<file path="src/rtl/bm_poly_ibm_if.sv">
// Syndrome-in / locator-out handshake bundle for bm_poly_ibm.
// master drives syndromes and takes results; slave is the locator finder.
interface bm_poly_ibm_if #(
    parameter int WORD_WIDTH = 4,
    parameter int NUM_NK     = 6,
    parameter int T_CAP      = NUM_NK / 2
);
    localparam int LEN_W = $clog2(NUM_NK + 1);

    logic                  in_valid;
    logic                  in_ready;
    logic [WORD_WIDTH-1:0] syndrom [NUM_NK];
    logic                  out_valid;
    logic                  out_ready;
    logic [WORD_WIDTH-1:0] poly_err [T_CAP+1];
    logic [LEN_W-1:0]      err_len;
    logic                  fail;

    modport master (
        output in_valid, syndrom, out_ready,
        input  in_ready, out_valid, poly_err, err_len, fail
    );

    modport slave (
        input  in_valid, syndrom, out_ready,
        output in_ready, out_valid, poly_err, err_len, fail
    );
endinterface

</file>
<file path="src/rtl/bm_poly_ibm.sv">
// Inversionless Berlekamp-Massey error-locator finder over GF(2^WORD_WIDTH).
// Optional macro ZERO_SYN_BYPASS_EN: all-zero syndrome blocks skip the iterations.
module bm_poly_ibm #(
    parameter int                  WORD_WIDTH = 4,
    parameter logic [WORD_WIDTH:0] PRIM_POLY  = 5'h13,
    parameter int                  NUM_NK     = 6,
    parameter int                  T_CAP      = NUM_NK / 2
) (
    input  logic         clk,
    input  logic         rst_n,
    bm_poly_ibm_if.slave bus
);
    localparam int LEN_W = $clog2(NUM_NK + 1);
    localparam int R_W   = $clog2(NUM_NK);

    typedef enum logic [1:0] {IDLE, DELTA, UPDATE, DONE} state_t;

    state_t                state;
    logic [R_W-1:0]        r;
    logic [LEN_W-1:0]      len;
    logic                  in_ready_q;
    logic                  out_valid_q;
    logic                  fail_q;
    logic [LEN_W-1:0]      err_len_q;
    logic [WORD_WIDTH-1:0] poly_err_q [T_CAP+1];

    logic [WORD_WIDTH-1:0] lam      [NUM_NK+1];
    logic [WORD_WIDTH-1:0] lam_next [NUM_NK+1];
    logic [WORD_WIDTH-1:0] bpoly    [NUM_NK+1];
    logic [WORD_WIDTH-1:0] sw       [NUM_NK];
    logic [WORD_WIDTH-1:0] syn_q    [NUM_NK-1];
    logic [WORD_WIDTH-1:0] gamma;
    logic [WORD_WIDTH-1:0] delta_c;
    logic [WORD_WIDTH-1:0] delta_p1;
    logic                  accept;
    logic                  swap;
    logic                  skip_iter;
    logic                  fail_c;
    int                    deg_c;

    function automatic logic [WORD_WIDTH-1:0] gf_mul(input logic [WORD_WIDTH-1:0] a,
                                                     input logic [WORD_WIDTH-1:0] b);
        logic [WORD_WIDTH-1:0] acc;
        logic [WORD_WIDTH-1:0] sh;
        acc = '0;
        sh  = a;
        for (int k = 0; k < WORD_WIDTH; k++) begin
            if (b[k]) acc = acc ^ sh;
            sh = sh[WORD_WIDTH-1] ? ((sh << 1) ^ PRIM_POLY[WORD_WIDTH-1:0]) : (sh << 1);
        end
        return acc;
    endfunction

    assign accept = (state == IDLE) && in_ready_q && bus.in_valid;
    assign swap   = (delta_p1 != '0) && ((2 * int'(len)) <= int'(r));

`ifdef ZERO_SYN_BYPASS_EN
    always_comb begin
        skip_iter = 1'b1;
        for (int i = 0; i < NUM_NK; i++)
            if (bus.syndrom[i] != '0) skip_iter = 1'b0;
    end
`else
    assign skip_iter = 1'b0;
`endif

    // sw[i] holds S(r-i), so the discrepancy is a plain dot product with Lambda
    always_comb begin
        delta_c = '0;
        for (int i = 0; i < NUM_NK; i++)
            delta_c = delta_c ^ gf_mul(lam[i], sw[i]);
    end

    always_comb begin
        lam_next[0] = gf_mul(gamma, lam[0]);
        for (int i = 1; i <= NUM_NK; i++)
            lam_next[i] = gf_mul(gamma, lam[i]) ^ gf_mul(delta_p1, bpoly[i-1]);
    end

    always_comb begin
        deg_c = 0;
        for (int i = 0; i <= NUM_NK; i++)
            if (lam[i] != '0) deg_c = i;
        fail_c = (int'(len) > T_CAP) || (deg_c != int'(len)) || (lam[0] == '0);
    end

    always_ff @(posedge clk or negedge rst_n) begin
        if (!rst_n) begin
            state       <= IDLE;
            r           <= '0;
            len         <= '0;
            in_ready_q  <= 1'b0;
            out_valid_q <= 1'b0;
            fail_q      <= 1'b0;
            err_len_q   <= '0;
            for (int i = 0; i <= T_CAP; i++) poly_err_q[i] <= '0;
            poly_err_q[0] <= WORD_WIDTH'(1);
        end else begin
            case (state)
                IDLE: begin
                    if (!in_ready_q) begin
                        in_ready_q <= 1'b1;
                    end else if (accept) begin
                        in_ready_q <= 1'b0;
                        r          <= '0;
                        len        <= '0;
                        state      <= skip_iter ? DONE : DELTA;
                    end
                end
                DELTA: state <= UPDATE;
                UPDATE: begin
                    if (swap) len <= LEN_W'(int'(r) + 1 - int'(len));
                    if (r == R_W'(NUM_NK - 1)) begin
                        state <= DONE;
                    end else begin
                        r     <= r + R_W'(1);
                        state <= DELTA;
                    end
                end
                DONE: begin
                    if (!out_valid_q) begin
                        for (int i = 0; i <= T_CAP; i++) poly_err_q[i] <= lam[i];
                        err_len_q   <= len;
                        fail_q      <= fail_c;
                        out_valid_q <= 1'b1;
                    end else if (bus.out_ready) begin
                        out_valid_q <= 1'b0;
                        in_ready_q  <= 1'b1;
                        state       <= IDLE;
                    end
                end
                default: state <= IDLE;
            endcase
        end
    end

    always_ff @(posedge clk) begin
        case (state)
            // accept: load syndrome window and reset the polynomials
            IDLE: begin
                if (accept) begin
                    for (int i = 0; i < NUM_NK; i++) sw[i] <= '0;
                    sw[0] <= bus.syndrom[0];
                    for (int i = 0; i < NUM_NK - 1; i++) syn_q[i] <= bus.syndrom[i+1];
                    for (int i = 0; i <= NUM_NK; i++) begin
                        lam[i]   <= '0;
                        bpoly[i] <= '0;
                    end
                    lam[0]   <= WORD_WIDTH'(1);
                    bpoly[0] <= WORD_WIDTH'(1);
                    gamma    <= WORD_WIDTH'(1);
                end
            end
            // DELTA -> UPDATE boundary
            DELTA: delta_p1 <= delta_c;
            UPDATE: begin
                lam <= lam_next;
                if (swap) begin
                    bpoly <= lam;
                    gamma <= delta_p1;
                end else begin
                    bpoly[0] <= '0;
                    for (int i = 1; i <= NUM_NK; i++) bpoly[i] <= bpoly[i-1];
                end
                sw[0] <= syn_q[0];
                for (int i = 1; i < NUM_NK; i++) sw[i] <= sw[i-1];
                for (int i = 0; i < NUM_NK - 2; i++) syn_q[i] <= syn_q[i+1];
                syn_q[NUM_NK-2] <= '0;
            end
            default: ;
        endcase
    end

    assign bus.in_ready  = in_ready_q;
    assign bus.out_valid = out_valid_q;
    assign bus.poly_err  = poly_err_q;
    assign bus.err_len   = err_len_q;
    assign bus.fail      = fail_q;
endmodule

</file>
<file path="src/flat_wrapper.sv">
// flat-port wrapper written by rule: the top's interface ports become plain ports
module bm_poly_ibm_flat 
#(
    parameter int                  WORD_WIDTH = 4,
    parameter logic [WORD_WIDTH:0] PRIM_POLY  = 5'h13,
    parameter int                  NUM_NK     = 6,
    parameter int                  T_CAP      = NUM_NK / 2
)
  (clk, rst_n, bus_in_valid, bus_syndrom, bus_out_ready, bus_in_ready, bus_out_valid, bus_poly_err, bus_err_len, bus_fail);
  bm_poly_ibm_if #(.WORD_WIDTH(WORD_WIDTH), .NUM_NK(NUM_NK), .T_CAP(T_CAP)) bus_i ();
  input  logic clk;
  input  logic rst_n;
  input wire logic [$bits(bus_i.in_valid)-1:0] bus_in_valid;
  input wire logic [$bits(bus_i.syndrom)-1:0] bus_syndrom;
  input wire logic [$bits(bus_i.out_ready)-1:0] bus_out_ready;
  output wire logic [$bits(bus_i.in_ready)-1:0] bus_in_ready;
  output wire logic [$bits(bus_i.out_valid)-1:0] bus_out_valid;
  output wire logic [$bits(bus_i.poly_err)-1:0] bus_poly_err;
  output wire logic [$bits(bus_i.err_len)-1:0] bus_err_len;
  output wire logic [$bits(bus_i.fail)-1:0] bus_fail;
  assign bus_i.in_valid = bus_in_valid;
  assign bus_i.syndrom = {>>{bus_syndrom}};
  assign bus_i.out_ready = bus_out_ready;
  assign bus_in_ready = bus_i.in_ready;
  assign bus_out_valid = bus_i.out_valid;
  assign bus_poly_err = {>>{bus_i.poly_err}};
  assign bus_err_len = bus_i.err_len;
  assign bus_fail = bus_i.fail;
  bm_poly_ibm #(.WORD_WIDTH(WORD_WIDTH), .PRIM_POLY(PRIM_POLY), .NUM_NK(NUM_NK), .T_CAP(T_CAP)) u_core (.clk(clk), .rst_n(rst_n), .bus(bus_i));
endmodule
</file>
<file path="config.mk">
export PLATFORM = sky130hd
export DESIGN_NAME = bm_poly_ibm_flat
export DESIGN_NICKNAME = d
export VERILOG_FILES = /design/src/rtl/bm_poly_ibm_if.sv /design/src/rtl/bm_poly_ibm.sv /design/src/flat_wrapper.sv
export SDC_FILE = /design/constraint.sdc
export NUM_CORES = 1
export LEC_CHECK = 0
export CORE_MARGIN = 2
export CORE_UTILIZATION = 60
export DETAILED_ROUTE_END_ITERATION = 10
export PLACE_DENSITY_LB_ADDON = 0.25
export SYNTH_ARGS = -nofsm -noshare
export SYNTH_HDL_FRONTEND = slang
export SYNTH_SLANG_ARGS = --single-unit
</file>
<file path="constraint.sdc">
create_clock -name clk -period 3.9 [get_ports clk]
set_clock_uncertainty 0.05 [all_clocks]
set_input_delay 0.585 -clock clk [delete_from_list [all_inputs] [get_ports clk]]
set_output_delay 0.585 -clock clk [all_outputs]
set_load 0.01 [all_outputs]
</file>
==> results.py, run 1 <==
metrics = {
    "yosys": {
        "syn_nets": 1188,
        "synthCells": 1146,
        "synth_edf_count": 104,
        "synth.yosys.seq_area_share_pct": 38.9,
        "syn_area_um2": 9960,
        "yosys_warnings": 0,
        "syn-mean-instance-area_um2": 8.69,
        "ys_seq_elements": 134,
        "async_flop_share_pct": 22.4,
        "synth.distinct_cells": 43,
        "synth_ff_type": "edfxtp_1",
    },
    "cts": {
        "numClockSinks": 134,
        "clockRootBuffer": "clkbuf_16",
        "clk_latency_ps": 430,
        "numCtsBuffers": 17,
        "htreeDepth": 4,
        "cts_resized": 0,
        "cts_setup_buffers": 0,
        "hold_buffers": 0,
        "clk_path_buf_depth": 2,
        "cts_tree": "yes",
        "clk_pin_slew_ps": 70,
    },
    "floorplanning": {
        "die_area_um2": 17700,
        "num_rows": 47,
        "fp.dieW_um": 133,
        "ioPinCount": 50,
        "start_util_pct": 60.7,
        "die_h_um": 133,
        "core_area_um2": 16400,
    },
    "setup_path": {
        "critPathRequiredTime_ps": 4020,
        "crit_type": "flip-flop to flip-flop",
        "endpoint_kind": "flip-flop",
        "r2r_start": "u_core.r[2]$_DFFE_PN0P_",
        "r2r_setup_slack_ps": 1350,
        "worstSetupStartpoint": "u_core.r[2]$_DFFE_PN0P_",
        "worstRegToRegCells": 7,
        "worst-path-max-fanout": 22,
        "cp_data_arrival_time_ps": 2670,
        "cp-endpoint": "u_core.bpoly[18]$_SDFFCE_PN0P_",
        "startpoint_type": "flip-flop",
        "r2r_end": "u_core.bpoly[18]$_SDFFCE_PN0P_",
    },
    "routing": {
        "route.final.wire_length_mm": 25.5,
        "drc": 0,
        "drtIter0Drc": 728,
        "viasPerCell": 5.69,
        "drt-pass1-iter-count": 5,
        "ant_nets": 0,
        "vias": 7945,
        "avgRoutedWirePerCell_um": 18.3,
    },
    "global_routing": {
        "grt_max_degree": 52,
        "grt_usage_pct": 29.8,
        "antenna_found_initial": 0,
        "overflow": 0,
        "grt_first_pass_wirelength_mm": 40.7,
        "grt_pass1_vias": 7725,
    },
    "layout": {
        "fillers": 1308,
        "layout_common_cells": "nand2_1, xnor2_1, edfxtp_1",
        "fin_nets": 1206,
        "layout_commonest_cell": "nand2_1",
        "drive_gt1_share_pct": 7.48,
        "area_growth_pct": 12.1,
        "diodes": 0,
        "finalInstanceArea_um2": 11200,
    },
    "worst_hold_path": {
        "hold_path_class": "flip-flop to flip-flop",
    },
    "placed_design": {
        "dpl.hpwl_mm": 17.4,
        "placed_area_um2": 10600,
        "io_buffers": 49,
        "finalWeightedCongestion": 0.883,
    },
    "timing": {
        "fmax_mhz": 393,
        "fin_tns_setup_ps": 0,
        "slew_violations": 0,
        "relSlewSlack_pct": 28.7,
        "finalCritPeriodShare_pct": 65.3,
        "post-route-min-period_ps": 2550,
        "rsz0062_at_grt": "no",
        "setup_viol": 0,
        "hold_viol_final": 0,
        "tightest_slew_ps": 1070,
    },
    "outcome": {
        "status": "complete, no violations",
    },
    "job": {
        "max_cap_violations": 0,
    },
}
==> synth_stat cells, types with 2 or more instances <==
cell type	number	share of area, %
nand2_1	355	13
xnor2_1	194	17
edfxtp_1	104	31
nor2_1	66	2.5
xor2_1	57	5.0
buf_2	41	2.1
o21ai_0	41	2.1
mux2i_1	36	3.6
dfrtp_1	29	7.3
clkbuf_1	28	1.1
and2_1	26	1.6
a22oi_1	24	1.8
mux2_2	24	2.7
nand2b_1	22	1.4
inv_1	21	0.79
a21oi_1	19	0.95
ha_1	14	1.8
nand3_1	6	0.30
a31oi_1	5	0.31
nor3_1	5	0.25
buf_4	3	0.23
a21o_1	2	0.15
nand3b_1	2	0.15
nor2b_1	2	0.13
o21ai_1	2	0.10
==> state kept, by name, indices dropped and copies added, names as in the netlist <==
register,count
u_core.bpoly,24
u_core.bus.err_len,3
u_core.bus.fail,1
u_core.bus.in_ready,1
u_core.bus.out_valid,1
u_core.bus.poly_err,16
u_core.delta_p1,4
u_core.gamma,4
u_core.lam,28
u_core.len,3
u_core.r,3
u_core.state,2
u_core.sw,24
u_core.syn_q,20
==> final cells by class <==
class,count,area (um^2),area share (%)
Clock buffer,17,425,3.81
Multi-Input combinational cell,918,5680,50.9
Clock inverter,15,155,1.39
Timing Repair Buffer,72,676,6.05
Tap cell,220,275,2.46
Sequential cell,134,3870,34.7
Inverter,21,78.8,0.706
==> worst max-delay path: stages (launching register included) <==
cell and delay (ps):
dfrtp_1 460, inv_1 110, ha_1 300, a21o_1 190, a221oi_4 400, buf_4 430
mux2i_1 270, nor2_1 60
==> layer usage <==
layer	global-route usage, %	up-vias	wire length, um
met3	6.28	66	1840
met4	14.3	0	1060
li1	-	3747	-
met2	45.9	354	11800
met5	0	-	0
met1	40.2	3778	10800
==> stage by stage <==
step / setup slack [ps] / instances / util, % / hold WS, ps
6_report: 1350 / 1397 / 68.1 / 426
3_5_place_dp: 1180 / 1365 / 64.5 / 419
2_1_floorplan: 1330 / 1146 / - / 239
3_3_place_gp: 1200 / 1365 / 64.5 / 396
4_1_cts: 1380 / 1397 / 68.1 / 435
5_1_grt: 1210 / 1397 / 68.1 / 449
==> worst min path at each step <==
stage                                              from                             endpoint  slack [ps]  cells after the start
floorplan                                         rst_n    u_core.bus.err_len[0]$_DFFE_PN0P_         240                      0
global placement    u_core.bus.poly_err[12]$_DFFE_PN1P_  u_core.bus.poly_err[12]$_DFFE_PN1P_         400                      2
detailed placement   u_core.bus.poly_err[1]$_DFFE_PN0P_   u_core.bus.poly_err[1]$_DFFE_PN0P_         420                      2
CTS                  u_core.bus.poly_err[7]$_DFFE_PN0P_   u_core.bus.poly_err[7]$_DFFE_PN0P_         430                      2
global route         u_core.bus.poly_err[6]$_DFFE_PN0P_   u_core.bus.poly_err[6]$_DFFE_PN0P_         450                      2
finish               u_core.bus.poly_err[7]$_DFFE_PN0P_   u_core.bus.poly_err[7]$_DFFE_PN0P_         430                      2
==> cell families (layout without fill, tap and decap cells) <==
logic type                 count (synthesis)  in the layout  synth area share (%)
xor gates and xnor gates                 253            253                  22.5
AOI/OAI and AO/OA                        100            100                  6.14
muxes                                     60             60                  6.33
DFF                                      134            134                  38.9
and+or+nand+nor                          491            491                  20.2
buffers and inverters                     94            125                  4.17
adders and majority gates                 14             14                  1.76
Power of run 1 is left out: the tool's default activity adds up to more than one toggle a clock period on the data nets, which glitch-free logic cannot reach.
==> inputs of run 2 (changes only) <==
Settings changed: CORE_UTILIZATION 60 to 56.
Clock period 3.9 ns to 2.33 ns, I/O delays scaled along.
==> run 2 against run 1 <==
  * Die area is 6.9% higher
  * Fmax is 14% higher
  * Setup slack worse by 1300 ps
  * Hold slack worse by 150 ps
  * Global-route usage is 0.16 points lower
  * Final cell count is 3.1% higher
  * Routed wire length is 4.2% higher
  * Sequential share of layout area is 1.3 points lower
  * Utilization is 1.2 points lower
  * Design area is 3.9% higher
==> results.py, run 2 (same netlist as run 1, synthesis figures left out) <==
metrics = {
    "cts": {
        "cts_tree": "yes",
        "htreeDepth": 4,
        "clk_pin_slew_ps": 60,
        "cts_resized": 0,
        "clk_path_buf_depth": 2,
        "numCtsBuffers": 17,
        "clockRootBuffer": "clkbuf_16",
        "clk_latency_ps": 430,
        "numClockSinks": 134,
    },
    "setup_path": {
        "max_stage_delay_ps": 430,
        "startpoint_type": "flip-flop",
        "slowest_stage": "xnor3_1",
        "cp_data_arrival_time_ps": 2360,
        "endpoint_kind": "flip-flop",
        "crit_type": "flip-flop to flip-flop",
        "cp_cell_sequence": "buf_4 > xor2_1 > nand2_1 > xor2_1 > xnor2_1 > xnor3_1 > xnor2_1",
        "worst-path-max-fanout": 4,
        "critPathRequiredTime_ps": 2450,
    },
    "routing": {
        "drt-pass1-iter-count": 5,
        "drtIter0Drc": 708,
        "route.final.wire_length_mm": 26.6,
        "drc": 0,
        "viasPerCell": 5.66,
        "ant_nets": 0,
        "vias": 8159,
        "avgRoutedWirePerCell_um": 18.4,
    },
    "timing": {
        "fmax_mhz": 447,
        "rsz0062_at_grt": "no",
        "post-route-min-period_ps": 2240,
        "slew_violations": 0,
        "setup_viol": 0,
        "tightest_slew_ps": 784,
        "finalCritPeriodShare_pct": 96.0,
        "setup_ws_ps": 93.5,
        "relSlewSlack_pct": 47.7,
        "hold_viol_final": 0,
    },
    "placed_design": {
        "io_buffers": 49,
        "place_ws_ps": 115,
        "dpl.hpwl_mm": 19.0,
        "placed_area_um2": 11000,
        "finalWeightedCongestion": 0.909,
    },
    "layout": {
        "fin_nets": 1245,
        "drive_gt1_share_pct": 10.5,
        "fillers": 1428,
        "largest_reg_flops": 28,
        "diodes": 0,
        "layout_common_cells": "nand2_1, xnor2_1, edfxtp_1",
        "area_growth_pct": 16.4,
        "layout_commonest_cell": "nand2_1",
        "top_regs": "u_core.lam x28, u_core.bpoly x24, u_core.sw x24",
        "finalInstanceArea_um2": 11600,
        "regMostFlops": "u_core.lam",
    },
    "floorplanning": {
        "ioPinCount": 50,
        "fp.dieW_um": 137,
        "die_h_um": 137,
        "die_area_um2": 18900,
        "num_rows": 48,
        "start_util_pct": 57.4,
        "core_area_um2": 17400,
    },
    "global_routing": {
        "antenna_found_initial": 0,
        "overflow": 0,
        "grt_pass1_vias": 7813,
        "grt_max_degree": 51,
        "grt_first_pass_wirelength_mm": 42.0,
        "grt_usage_pct": 29.6,
    },
    "worst_hold_path": {
        "hold_path_class": "primary input to async pin",
    },
    "outcome": {
        "status": "complete, no violations",
    },
    "job": {
        "max_cap_violations": 0,
    },
}
[run 2: cell count changes in the layout (fill, tap and decap cells not counted), sizes merged]
cell      before  now
inv           32   27
clkinvlp       2    4
clkinv         1    3
bufinv         1    2
buf           23   62
[run 2: repair_timing]
action | 4_1_cts | 5_1_grt
buffers inserted | 0 | 2
setup endpoints to repair | 0 | 1
hold buffers | 0 | 0
[run 2: final cells by class]
type | count | area [um^2] | share of cell area (%)
Multi-Input combinational cell | 918 | 5680 | 49.0
Tap cell | 225 | 282 | 2.43
Sequential cell | 134 | 3870 | 33.4
Clock inverter | 15 | 166 | 1.43
Clock buffer | 17 | 425 | 3.67
Inverter | 21 | 86.3 | 0.744
Timing Repair Buffer | 111 | 1080 | 9.32
[run 2: final timing paths]
kind                                                     start                                  end  slack [ps]  cells past startpoint
max in group asynchronous                                rst_n  u_core.bus.poly_err[12]$_DFFE_PN1P_        1640                      2
min reg2reg                u_core.bus.poly_err[12]$_DFFE_PN1P_  u_core.bus.poly_err[12]$_DFFE_PN1P_         420                      2
max reg2reg                       u_core.lam[27]$_SDFFCE_PN0P_         u_core.delta_p1[1]$_DFFE_PN_          90                      7
max                               u_core.lam[27]$_SDFFCE_PN0P_         u_core.delta_p1[1]$_DFFE_PN_          90                      7
min in group clk           u_core.bus.poly_err[12]$_DFFE_PN1P_  u_core.bus.poly_err[12]$_DFFE_PN1P_         420                      2
min                                                      rst_n          u_core.state[0]$_DFFE_PN0P_         270                      2
[run 2: worst max-delay path, delay by kind of cell (launching register included)]
family                    cells  cell delay (ps)
and+or+nand+nor               1              110
buffers and inverters         1              180
DFF                           1              410
xor gates and xnor gates      5             1240
[run 2: stage by stage]
step                cells  TNS, ps  utilization [%]  hold slack (ps)
floorplan            1146     -619                -             3.91
global placement     1407        0             63.3              402
detailed placement   1407        0             63.3              408
CTS                  1439        0             66.7              277
global route         1441        0             66.8              296
finish               1441        0             66.8              272
[run 2: layer usage]
metal / vias to the layer above / wire, um / global-route usage [%]
met5: - / 0 / 0
met4: 0 / 858 / 12.4
met3: 80 / 1880 / 6.18
met2: 335 / 12700 / 48.7
met1: 3911 / 11100 / 38.0
li1: 3833 / - / -
Power of run 2 is left out for the same reason.
==> inputs of run 3 (changes only) <==
Settings changed: RECOVER_POWER from default to 50.
==> run 3 against run 2 <==
  * The flow now finishes with violations (capacitance limit, slew limit)
  * Die area did not move
  * Critical path depth did not move
  * Global-route usage did not move
  * Via count rose by 0.17%
  * Fmax rose by 0.11%
  * Sequential share of layout area rose by 0.12 points
  * Register-to-register slack barely moved
==> results.py, run 3 (same netlist as run 1, synthesis figures left out) <==
metrics = {
    "cts": {
        "clk_path_buf_depth": 2,
        "cts_resized": 0,
        "clk_latency_ps": 430,
        "hold_buffers": 0,
        "clockRootBuffer": "clkbuf_16",
        "cts_tree": "yes",
        "numClockSinks": 134,
        "numCtsBuffers": 17,
        "clk_pin_slew_ps": 60,
        "htreeDepth": 4,
    },
    "routing": {
        "ant_nets": 0,
        "route.final.wire_length_mm": 26.6,
        "drt-pass1-iter-count": 6,
        "drc": 0,
        "viasPerCell": 5.67,
        "avgRoutedWirePerCell_um": 18.5,
        "drtIter0Drc": 670,
        "vias": 8173,
    },
    "global_routing": {
        "globalRouteMet1Util_pct": 38.0,
        "overflow": 0,
        "grt_usage_pct": 29.6,
        "grt_pass1_vias": 7813,
        "grt_max_degree": 51,
        "grt_util_met2_pct": 48.7,
        "grt_most_used_layer": "met2",
        "grt_first_pass_wirelength_mm": 42.0,
        "use_met3_pct": 6.18,
        "antenna_found_initial": 0,
    },
    "timing": {
        "rsz0062_at_grt": "no",
        "fin_hold_ws_ps": 416,
        "fmax_mhz": 448,
        "post-route-min-period_ps": 2230,
        "relSlewSlack_pct": -11.4,
        "hold_viol_final": 0,
        "setup_viol": 0,
        "slew_violations": 31,
        "fin_tns_setup_ps": 0,
        "finalCritPeriodShare_pct": 95.9,
        "tightest_slew_ps": 1670,
    },
    "floorplanning": {
        "die_h_um": 137,
        "core_area_um2": 17400,
        "num_rows": 48,
        "start_util_pct": 57.4,
        "die_area_um2": 18900,
        "ioPinCount": 50,
        "fp.dieW_um": 137,
    },
    "placed_design": {
        "io_buffers": 49,
        "dpl.hpwl_mm": 19.0,
        "finalWeightedCongestion": 0.909,
    },
    "layout": {
        "top_regs": "u_core.lam x28, u_core.bpoly x24, u_core.sw x24",
        "drive_gt1_share_pct": 10.2,
        "fin_nets": 1245,
        "largest_reg_flops": 28,
        "layout_commonest_cell": "nand2_1",
        "layout_common_cells": "nand2_1, xnor2_1, edfxtp_1",
        "regMostFlops": "u_core.lam",
        "area_growth_pct": 16.0,
        "diodes": 0,
    },
    "setup_path": {
        "endpoint_kind": "flip-flop",
        "cp.depth": 7,
        "worstRegToRegCells": 7,
        "max_stage_delay_ps": 430,
        "startpoint_type": "flip-flop",
        "critPathRequiredTime_ps": 2450,
        "slowest_stage": "xnor3_1",
        "cp_data_arrival_time_ps": 2350,
        "critPathTopFamily": "XOR/XNOR gates",
        "critPathBufInv": 1,
        "cp_cell_sequence": "buf_4 > xor2_1 > nand2_1 > xor2_1 > xnor2_1 > xnor3_1 > xnor2_1",
        "r2r_setup_slack_ps": 100,
        "worst-path-max-fanout": 4,
        "crit_type": "flip-flop to flip-flop",
    },
    "worst_hold_path": {
        "hold_path_class": "flip-flop to flip-flop",
        "hold_depth": 2,
    },
    "job": {
        "max_cap_violations": 1,
    },
    "outcome": {
        "status": "finished with violations",
        "violations": "capacitance limit, slew limit",
    },
}
==> run 3: final timing paths <==
path / end / startpoint
worst min register to register: u_core.bus.poly_err[12]$_DFFE_PN1P_ / u_core.bus.poly_err[12]$_DFFE_PN1P_
max in group asynchronous: u_core.bus.poly_err[14]$_DFFE_PN0P_ / rst_n
worst max register to register: u_core.delta_p1[1]$_DFFE_PN_ / u_core.lam[27]$_SDFFCE_PN0P_
worst max-delay path: u_core.delta_p1[1]$_DFFE_PN_ / u_core.lam[27]$_SDFFCE_PN0P_
min in group asynchronous: u_core.bus.out_valid$_DFFE_PN0P_ / rst_n
worst min-delay path: u_core.bus.poly_err[12]$_DFFE_PN1P_ / u_core.bus.poly_err[12]$_DFFE_PN1P_
==> run 3: what timing repair did <==
action,in CTS,in global routing
endpoints found under the hold margin,0,0
buffers inserted,0,2
endpoints found under the setup margin,0,1
==> run 3: worst min-delay path, cell delays in order, from the launching register on <==
cell and delay [ps]:
dfstp_2 370, nand2_1 50, nand2_1 50
==> run 3: metal layers <==
metal | part of all wire, % | wire (um)
met1 | 42 | 11200
met2 | 48 | 12800
met3 | 6.7 | 1770
met4 | 3.3 | 870
met5 | 0 | 0
==> run 3: layout make-up <==
class | count | area [um^2]
fill | 1432 | 5800
sequential | 134 | 3870
clock buffer | 17 | 425
clock inverter | 15 | 166
tap | 225 | 282
inverter | 21 | 83.8
timing repair buffer | 111 | 1050
multi-input combinational | 918 | 5670
==> run 3: through the flow <==
step           cells  util (%)  instance area [um^2]  setup WS (ps)
5_1_grt         1441      66.6                 11600           4.97
3_3_place_gp    1407      63.3                 11000            164
6_report        1441      66.6                 11600           96.0
2_1_floorplan   1146         -                  9970          -11.9
3_5_place_dp    1407      63.3                 11000            115
4_1_cts         1439      66.7                 11600           99.7
Power of run 3 is left out for the same reason.
